## config.mk

```make
export PLATFORM = sky130hd
export DESIGN_NAME = mux4_rr_scheduler
export DESIGN_NICKNAME = d
export VERILOG_FILES = /design/src/rtl/mux_sched_pkg.sv /design/src/rtl/rr_pick4.sv /design/src/rtl/mux4_rr_scheduler.sv
export SDC_FILE = /design/constraint.sdc
export NUM_CORES = 1
export LEC_CHECK = 0
export ABC_AREA = 1
export BUFFER_PORTS_ARGS = -buffer_cell sky130_fd_sc_hd__buf_2
export CORE_MARGIN = 8
export CORE_UTILIZATION = 52
export CTS_CLUSTER_DIAMETER = 60
export DETAILED_ROUTE_END_ITERATION = 8
export MAX_ROUTING_LAYER = met4
export PLACE_DENSITY_LB_ADDON = 0.08
export RECOVER_POWER = 50
export SLEW_MARGIN = 0
export SYNTH_ARGS = -nofsm -noshare
export SYNTH_HDL_FRONTEND = slang
export SYNTH_SLANG_ARGS = --single-unit
```

## constraint.sdc

```tcl
create_clock -name clk -period 1.8 [get_ports clk]
set_input_delay 0.09 -clock clk [delete_from_list [all_inputs] [get_ports clk]]
set_output_delay 0.09 -clock clk [all_outputs]
set_load 0.05 [all_outputs]
```

## src/rtl/mux_sched_pkg.sv

```systemverilog
// mux_sched_pkg
//   Shared constants and types for the round-robin mux select scheduler.
//   NUM_CH / CH_W : channel count and channel-index width.
//   CNT_W         : settle-counter width (holds SETTLE_CYC-1, SETTLE_CYC <= 15).
//   sched_state_e : scheduler FSM state encoding.
package mux_sched_pkg;

  localparam int NUM_CH = 4;
  localparam int CH_W   = 2;
  localparam int CNT_W  = 4;

  typedef enum logic [1:0] {
    IDLE   = 2'd0,
    SETTLE = 2'd1,
    HOLD   = 2'd2
  } sched_state_e;

endpackage

```

## src/rtl/rr_pick4.sv

```systemverilog
// rr_pick4
//   Purely combinational round-robin picker over four request lines.
//   Ports:
//     req   [3:0] in  : request vector, bit i = channel i requesting
//     start [1:0] in  : channel with highest priority this round
//     grant [1:0] out : first set request at or after start, with wrap
//                       (equals start when nothing is requested)
//     any         out : at least one request is set
module rr_pick4
  import mux_sched_pkg::*;
(
  input  logic [NUM_CH-1:0] req,
  input  logic [CH_W-1:0]   start,
  output logic [CH_W-1:0]   grant,
  output logic              any
);

  logic [CH_W-1:0] idx;

  // Walk the offsets from the farthest to the nearest so that the request
  // closest to start is the last one written and therefore wins.
  always_comb begin
    grant = start;
    idx   = '0;
    for (int i = NUM_CH - 1; i >= 0; i--) begin
      idx = start + CH_W'(i);
      if (req[idx]) begin
        grant = idx;
      end
    end
    any = |req;
  end

endmodule

```

## src/rtl/mux4_rr_scheduler.sv

```systemverilog
// mux4_rr_scheduler
//   Round-robin select sequencer in front of a structural 4:1 mux. Grants one
//   requesting channel, drives the mux select, waits SETTLE_CYC cycles, samples
//   the mux output and offers it, tagged with its channel, on an output port.
//   Parameters:
//     SETTLE_CYC : cycles between select change and sampling of mux_y (1..15)
//   Ports:
//     clk, rst_n      : clock, asynchronous active-low reset
//     req [3:0]       : per-channel sample request (looked at only in IDLE)
//     mux_y           : output of the downstream 4:1 mux
//     sel [1:0]       : mux select
//     out_valid       : out_data / out_ch hold a sample
//     out_ready       : consumer accepts the sample
//     out_data        : sampled mux_y
//     out_ch [1:0]    : channel the sample came from
//     busy            : FSM not in IDLE
//     state_dbg       : current FSM state, for observation only
//
//   Output handshake: a sample is transferred on a rising edge where
//   out_valid && out_ready. Once out_valid is high, out_valid, out_data and
//   out_ch stay constant until that transfer edge; out_valid never drops
//   without a transfer (except on reset, which drops the sample).
module mux4_rr_scheduler
  import mux_sched_pkg::*;
#(
  parameter int SETTLE_CYC = 1
) (
  input  logic              clk,
  input  logic              rst_n,
  input  logic [NUM_CH-1:0] req,
  input  logic              mux_y,
  output logic [CH_W-1:0]   sel,
  output logic              out_valid,
  input  logic              out_ready,
  output logic              out_data,
  output logic [CH_W-1:0]   out_ch,
  output logic              busy,
  output sched_state_e      state_dbg
);

  localparam logic [CNT_W-1:0] CNT_LOAD = CNT_W'(SETTLE_CYC - 1);

  sched_state_e    state;
  logic [CNT_W-1:0] cnt;
  logic [CH_W-1:0]  last_grant;

  logic [CH_W-1:0]  pick_start;
  logic [CH_W-1:0]  pick_grant;
  logic             pick_any;

  // Priority starts just after the last channel that completed a handshake.
  assign pick_start = last_grant + CH_W'(1);

  rr_pick4 u_pick (
    .req   (req),
    .start (pick_start),
    .grant (pick_grant),
    .any   (pick_any)
  );

  // sel/out_ch are only written on the IDLE->SETTLE edge, so the mux select
  // is frozen for the whole settle-and-hold window of a sample.
  always_ff @(posedge clk or negedge rst_n) begin
    if (!rst_n) begin
      state      <= IDLE;
      cnt        <= '0;
      last_grant <= CH_W'(NUM_CH - 1);
      sel        <= '0;
      out_ch     <= '0;
      out_data   <= 1'b0;
      out_valid  <= 1'b0;
    end else begin
      case (state)
        IDLE: begin
          if (pick_any) begin
            sel    <= pick_grant;
            out_ch <= pick_grant;
            cnt    <= CNT_LOAD;
            state  <= SETTLE;
          end
        end
        SETTLE: begin
          if (cnt == '0) begin
            out_data  <= mux_y;
            out_valid <= 1'b1;
            state     <= HOLD;
          end else begin
            cnt <= cnt - CNT_W'(1);
          end
        end
        HOLD: begin
          if (out_valid && out_ready) begin
            out_valid  <= 1'b0;
            last_grant <= out_ch;
            state      <= IDLE;
          end
        end
        default: begin
          state <= IDLE;
        end
      endcase
    end
  end

  assign busy      = (state != IDLE);
  assign state_dbg = state;

endmodule

```

==> results.tsv, run 1 <==
metric	value	unit
Synth cell types	25	
Setup crit end kind	flop	
num ports	17	
Worst Hold Depth	2	
Initial DRT Pass Iterations	4	
Net Count, Synth	120	
DRT antenna net count	0	
Final Max Slew Viols	0	
grt ovf	0	
Slowest cell on crit path	dfstp_2	
Sum Neg Setup Slack	0	ns
Req. time, crit path	1.96	ns
CTS sink cnt	12	
worst-skew pair later-pin latency	0.27	ns
Post-CTS Setup Inserts	0	
unrepaired setup endpoints after global routing	no	
worst rel slew slack	0.555	
placer congestion estimate	0.955	
main flop type after synthesis	dfrtp_1	
Commonest cells post-synth	36 x nand2_1, 13 x nand3_1, 10 x dfrtp_1	
worst min path class	primary input to flop	
Num CTS Buffers	3	
largest net degree at the start of global routing	13	
area leader, netlist	dfrtp_1	
type of origin of the critical path	flop	
Post-Synthesis Cells	110	
Worst-Margin Slew	0.668	ns
CTS tree	done	
antenna violations before repair	0	
Port Buffers	16	
critical path's most frequent cell	nand2_2	
Initial Util	0.548	
Netlist Area Pre-Place	806	um^2
Initial DRC Count	24	
crit path max fanout	9	
Worst EP arrival	1.62	ns
area growth from synthesis to layout	12.4	%
outcome	complete, no violations	
share of the synthesized area in the top cell type	0.311	
DRC viols	0	
post_cts resized	0	
EDFF count, synth	0	
YS warnings	0	
Routed WL per cell	11.4	um
Clock Skew	0.000670	ns
WS Path Type	flop to flop	
row count	14	
r2r worst-path depth	9	
routed wire length	1.63	mm
flop and latch count out of synthesis	12	
hold buffers post-CTS	1	
first-pass GRT wire length	3.02	mm
Tmin final	1.46	ns
final period utilization	0.809	
CTS Root Buffer Type	clkbuf_4	
total die area	3070	um^2
register area share after synthesis	0.376	
Core Box Area	1470	um^2
DP HPWL	1.29	mm
ANT cells	0	
Die Span X	55.4	um
# H-tree levels	1	
slowest stage delay, CP	0.65	ns
Clock transition at path regs	0.07	ns
number of global-route vias before repair	700	
Via density	5.15	
Total Routing Usage GR	0.117	
proportion of layout cells with a drive suffix above 1	0.283	
clk buf depth	2	
Final Hold Viols	0	
count leader, synth	nand2_1	
CP Cell Sequence	inv_6 > nand2_1 > nand2_2 > nand2_2 > nand2_2 > o21ai_2 > nand3_1 > nand3_1 > nand2_1	
final net count	139	
Max Cap Viol	0	
fmax	0.687	GHz
Vias	736	
Setup violations, final	0	
top cells by area, synth	dfrtp_1 31%, nand2_1 17%, nand3_1 8.1%	
Post-Syn Area per Cell	7.33	um^2
die height	55.4	um
Post-synth ARST share	1.00	
==> kinds of logic (layout without fill, tap and decap cells) <==
| family | Yosys count | count (layout) | synth area share |
|---|---|---|---|
| AND/OR/NAND/NOR | 63 | 63 | 0.377 |
| adder cells (fa/ha/maj) | 2 | 2 | 0.0311 |
| multiplexers | 1 | 1 | 0.0140 |
| flip-flops | 12 | 12 | 0.376 |
| AO/OA/AOI/OAI | 12 | 12 | 0.0838 |
| buffers and inverters | 20 | 37 | 0.118 |
==> registers in the layout, indices dropped and copies added (netlist names) <==
name,flops
state_dbg,2
cnt,4
out_valid,1
out_ch,2
last_grant,2
out_data,1
==> final timing paths <==
path | startpoint | end | slack [ns]
hold reg to reg | out_data | out_data | 0.49
setup / recovery | last_grant[0] | out_ch[0] | 0.34
setup reg to reg | last_grant[0] | out_ch[0] | 0.34
max in group asynchronous | rst_n | out_valid | 1.00
hold / removal | mux_y | out_data | 0.03
min in group asynchronous | rst_n | state_dbg[1] | 0.37
==> final cells by class <==
type	instances	area, um^2
Fill cell	161	566
Multi-Input combinational cell	78	408
Sequential cell	12	303
Timing Repair Buffer	17	83.8
Inverter	17	68.8
Clock buffer	3	22.5
Tap cell	16	20.0
==> metal layers <==
metal / part of all wire / GRT usage / vias to the layer above / wire length [um]
li1: - / - / 388 / -
met1: 0.50 / 0.155 / 323 / 816
met2: 0.41 / 0.159 / 25 / 671
met3: 0.085 / 0.0548 / 0 / 138
met4: 0 / 0.0211 / 0 / 0
met5: 0 / - / - / 0
==> layout by cell type, fill, tap and decap left out <==
| cell | Yosys | layout |
|---|---|---|
| dlygate4sd3_1 | 0 | 1 |
| nor4_2 | 1 | 1 |
| nand4_1 | 1 | 1 |
| mux2_1 | 1 | 1 |
| o211ai_1 | 1 | 1 |
| clkbuf_4 | 0 | 3 |
| nand3_1 | 13 | 13 |
| nand2_4 | 2 | 2 |
| nor3_1 | 1 | 1 |
| o21ai_0 | 1 | 1 |
| clkinv_1 | 1 | 1 |
| o22ai_1 | 1 | 1 |
| nand2_2 | 7 | 7 |
| nor2_1 | 1 | 1 |
| nand2_1 | 36 | 36 |
| dfrtp_1 | 10 | 10 |
| ha_1 | 2 | 2 |
| nand3_2 | 1 | 1 |
| o21ai_1 | 5 | 5 |
| dfstp_2 | 2 | 2 |
| clkbuf_1 | 0 | 5 |
| buf_2 | 0 | 11 |
| inv_2 | 7 | 7 |
| a21oi_1 | 3 | 3 |
| inv_6 | 1 | 1 |
| inv_1 | 8 | 8 |
| o21ai_2 | 1 | 1 |
==> critical path, delay by kind of cell, from the launching register on <==
family,cells,cell delay [ns]
buffers and inverters,1,0.07
AO/OA/AOI/OAI,1,0.12
AND/OR/NAND/NOR,7,0.50
flip-flops,1,0.65
==> through the flow <==
step | utilization | instances | hold slack (ns) | cell area (um^2) | setup WS (ns)
3_5_place_dp | 0.598 | 139 | -0.0192 | 880 | 0.364
3_3_place_gp | 0.598 | 139 | -0.0210 | 880 | 0.377
4_1_cts | 0.620 | 143 | 0.0272 | 912 | 0.349
6_report | 0.616 | 143 | 0.0294 | 906 | 0.344
5_1_grt | 0.616 | 143 | 0.0433 | 906 | 0.221
2_1_floorplan | - | 110 | -0.206 | 806 | 0.365
Power of run 1 is left out: the tool's default activity adds up to more than one toggle a clock period on the data nets, which glitch-free logic cannot reach.
==> inputs of run 2 (changes only) <==
clock period = 1.4 ns   (was 1.8 ns; I/O delays follow)
==> results.tsv, run 2 (synthesis gave the netlist of run 1 again) <==
metric	value	unit
num ports	17	
Clock transition at path regs	0.08	ns
total die area	3070	um^2
routed wire length	1.85	mm
commonest non-fill, non-tap cell in the layout	nand2_1	
Initial Util	0.548	
Max Cap Viol	0	
Worst R2R Setup Slack	-0.03	ns
Setup crit end kind	flop	
# H-tree levels	1	
Total Power	0.00281	W
row count	14	
number of global-route vias before repair	722	
final worst slack	-0.0285	ns
Worst EP arrival	1.61	ns
die height	55.4	um
largest net degree at the start of global routing	13	
Total Routing Usage GR	0.121	
switch share	0.554	
first-pass GRT wire length	3.08	mm
register area	305	um^2
Power Density	2890	nW/um^2
Core Box Area	1470	um^2
Routed WL per cell	12.5	um
Initial DRT Pass Iterations	4	
fmax	0.700	GHz
Worst-Margin Slew	0.640	ns
most frequent cells in the layout	33 x nand2_1, 12 x nand3_1, 12 x buf_2	
outcome	complete, but fails checks	
Setup violations, final	2	
clock share of power	0.102	
Port Buffers	16	
CTS tree	done	
Pint	0.00125	W
P_sw	0.00155	W
Tmin final	1.43	ns
Clock Skew	0.00593	ns
area growth from synthesis to layout	20.3	%
grt ovf	0	
Comb power frac	0.653	
unrepaired setup endpoints after global routing	yes	
failing checks	setup timing	
worst min path class	primary input to flop	
ANT cells	0	
worst rel slew slack	0.573	
Req. time, crit path	1.58	ns
Fillers	144	
Vias	759	
peak supply drop	1.34	mV
DRC viols	0	
final period utilization	1.02	
Via density	5.13	
max reg flops	4	
worst-skew pair later-pin latency	0.28	ns
DRT antenna net count	0	
Initial DRC Count	21	
DP HPWL	1.30	mm
area of the multi-input gates	420	um^2
r2r worst-path depth	10	
clk buf depth	2	
Sum Neg Setup Slack	-0.0297	ns
Flop pwr share	0.245	
crit path max fanout	6	
WHS	0.000658	ns
WS Path Type	flop to flop	
LEAKAGE	0.520	nW
final net count	143	
Worst Hold Depth	2	
type of origin of the critical path	flop	
Final Max Slew Viols	0	
Top reg by flops	cnt	
proportion of layout cells with a drive suffix above 1	0.364	
Final Util	0.659	
CTS Root Buffer Type	clkbuf_4	
antenna violations before repair	0	
placer congestion estimate	0.940	
Num CTS Buffers	3	
Die Span X	55.4	um
CTS sink cnt	12	
Final Hold Viols	0	
run 2: changes by cell type in the layout (fill, tap and decap cells not counted):
cell      previous run  this run
buf_6                0         1
nand2_1             36        33
dfrtp_2              0         2
clkbuf_8             0         1
dfrtp_1             10         8
buf_2               11        12
nand3_2              1         2
nand3_1             13        12
clkbuf_1             5         4
nand2_2              7        10
buf_4                0         3
run 2: per-stage QoR:
stage | std cells | cell area (um^2) | setup slack [ns]
floorplan | 110 | 808 | 0.0682
global placement | 140 | 890 | -0.0247
detailed placement | 140 | 890 | -0.0344
CTS | 148 | 967 | -0.00120
global route | 148 | 970 | -0.140
finish | 148 | 970 | -0.0285
run 2: area by class of cell:
type,count,area share
inverters,17,0.0710
multi-input cells,78,0.434
repair buffers,21,0.123
clock buffers,4,0.0374
well taps,16,0.0206
flip-flops and latches,12,0.315
run 2: routing by layer:
layer,up-vias,part of all wire,track usage
li1,394,-,-
met1,344,0.50,0.155
met2,18,0.44,0.178
met3,3,0.050,0.0320
met4,0,0.011,0.0423
met5,-,0,-
run 2: final timing paths:
check | startpoint | endpoint
hold / removal | mux_y | out_data
min in group asynchronous | rst_n | out_ch[0]
setup / recovery | last_grant[0] | out_ch[0]
setup reg to reg | last_grant[0] | out_ch[0]
hold reg to reg | out_data | out_data
max in group asynchronous | rst_n | state_dbg[0]
run 2: repair_timing:
action	in CTS	in global routing
hold buffers	1	0
hold endpoints to repair	12	0
pin swaps	3	0
resized for setup	3	3
setup buffers	3	0
endpoints found under the setup margin	1	2
run 2: critical path, stage by stage (launching register included):
cell and delay (ns):
dfstp_2 0.64, buf_6 0.14, nand2_1 0.06, nand2_2 0.10, nand2_1 0.08, nand2_1 0.06, inv_1 0.05, nand2_1 0.06
nand2_1 0.04, nand3_1 0.05, nand2_1 0.05
run 2: power by group through the flow:
stage / combinational (W) / clock (W) / sequential (W)
final: 0.00183 / 0.000287 / 0.000686
after global routing: 0.00200 / 0.000304 / 0.000717
after global placement: 0.00169 / 0 / 0.000694
after detailed placement: 0.00171 / 0 / 0.000697
after CTS: 0.00181 / 0.000288 / 0.000681
after floorplan: 0.00122 / 0 / 0.000914
(Power assumes the default switching activity.)
==> inputs of run 3 (changes only) <==
SETUP_SLACK_MARGIN = 0.4   (was default)
==> results.tsv, run 3 (synthesis gave the netlist of run 1 again) <==
metric	value	unit
Clock Skew	0.000444	ns
Initial DRC Count	49	
Total Routing Usage GR	0.177	
DP Area	903	um^2
DRC viols	0	
Total Power	0.00383	W
most frequent cells in the layout	24 x nand2_1, 16 x nand2_2, 12 x buf_4	
Power Density	2990	nW/um^2
CTS tree	done	
Top reg by flops	cnt	
LEAKAGE	0.642	nW
Worst-Margin Slew	0.664	ns
Final Max Slew Viols	0	
WS Path Type	flop to flop	
clk buf depth	2	
Initial Util	0.548	
proportion of layout cells with a drive suffix above 1	0.600	
final period utilization	1.07	
WHS	0.0370	ns
worst-skew pair later-pin latency	0.28	ns
CTS Root Buffer Type	clkbuf_4	
CTS sink cnt	12	
Slowest cell on crit path	dfstp_2	
antenna violations before repair	0	
Worst R2R Setup Slack	-0.10	ns
DRT antenna net count	0	
placer congestion estimate	0.942	
die height	55.4	um
Final Cell Area	1280	um^2
area growth from synthesis to layout	58.7	%
max reg flops	4	
worst min path class	primary input to flop	
Via density	5.83	
row count	14	
DP HPWL	1.37	mm
Initial DRT Pass Iterations	4	
Sum Neg Setup Slack	-0.114	ns
Critical Path Source	last_grant[0]	
grt ovf	0	
worst rel slew slack	0.557	
commonest non-fill, non-tap cell in the layout	nand2_1	
Clock transition at path regs	0.09	ns
unrepaired setup endpoints after global routing	yes	
type of origin of the critical path	flop	
Req. time, crit path	1.57	ns
largest net degree at the start of global routing	13	
ANT cells	0	
Max Cap Viol	0	
fmax	0.666	GHz
critical path's most frequent cell	nand2_2	
crit path max fanout	8	
# H-tree levels	1	
Core Box Area	1470	um^2
Buf/Inv on CP	1	
number of global-route vias before repair	901	
Tmin final	1.50	ns
total die area	3070	um^2
Setup crit end kind	flop	
first-pass GRT wire length	4.40	mm
Crit path max-delay family	flip-flops	
failing checks	setup timing	
Num CTS Buffers	3	
Routed WL per cell	17.4	um
slowest stage delay, CP	0.67	ns
Final Hold Viols	0	
RR Startpoint	last_grant[0]	
Setup violations, final	2	
Vias	938	
Fillers	80	
Port Buffers	16	
final worst slack	-0.102	ns
peak supply drop	2.42	mV
hold wc startpoint	mux_y	
final net count	156	
routed wire length	2.81	mm
CP Cell Sequence	buf_6 > nand2_2 > nand2_2 > nand2_2 > nand2_2 > o21ai_2 > nand2_1 > nand2_1 > nand3_1 > nand2_1	
Die Span X	55.4	um
Worst EP arrival	1.68	ns
outcome	complete, but fails checks	
Final Util	0.869	
num ports	17	
-- run 3: cell count changes in the layout (fill, tap and decap cells not counted), sizes merged --
cell / before / now
buf: 16 / 30
clkbuf: 8 / 7
-- run 3: metrics by stage --
stage	setup WS (ns)	cells
finish	-0.102	161
global route	-0.210	161
CTS	-0.0154	160
detailed placement	-0.0502	141
global placement	-0.0523	141
floorplan	0.0736	110
-- run 3: final cells by class --
cell class	instances	area, um^2	share of cell area
Timing Repair Buffer	34	288	0.225
Tap cell	16	20.0	0.0157
Sequential cell	12	308	0.241
Inverter	17	71.3	0.0558
Multi-Input combinational cell	78	556	0.434
Clock buffer	4	36.3	0.0284
-- run 3: worst reg2reg max path: stages (launching register included) --
cell and delay, ns:
dfstp_2 0.67, buf_6 0.14, nand2_2 0.06, nand2_2 0.09, nand2_2 0.07, nand2_2 0.07
o21ai_2 0.06, nand2_1 0.06, nand2_1 0.05, nand3_1 0.07, nand2_1 0.06
-- run 3: power by group --
part	leakage (nW)	internal (W)	switching, W
combinational	0.481	0.00113	0.00163
sequential	0.139	0.000535	0.000235
clock	0.0210	0.000158	0.000134
total	0.642	0.00182	0.00200
-- run 3: metal layers --
metal	track usage	part of all wire	vias to the layer above
li1	-	-	422
met1	0.212	0.39	449
met2	0.287	0.51	59
met3	0.0411	0.088	8
met4	0.0528	0.018	0
met5	-	0	-
-- run 3: what timing repair did --
action                                 in CTS  in global routing
setup endpoints to repair                  19                 20
pin swaps                                  15                  2
buffers inserted                           14                  1
gates resized for setup                    44                 12
endpoints found under the hold margin      12                  0
hold buffers                                1                  0
-- run 3: path summary, 6_finish.rpt --
path                              to  cells past startpoint
setup / recovery           out_ch[0]                     10
hold / removal              out_data                      2
setup reg to reg           out_ch[0]                     10
hold reg to reg             out_data                      1
max in group asynchronous  out_ch[1]                      2
min in group asynchronous   out_data                      2
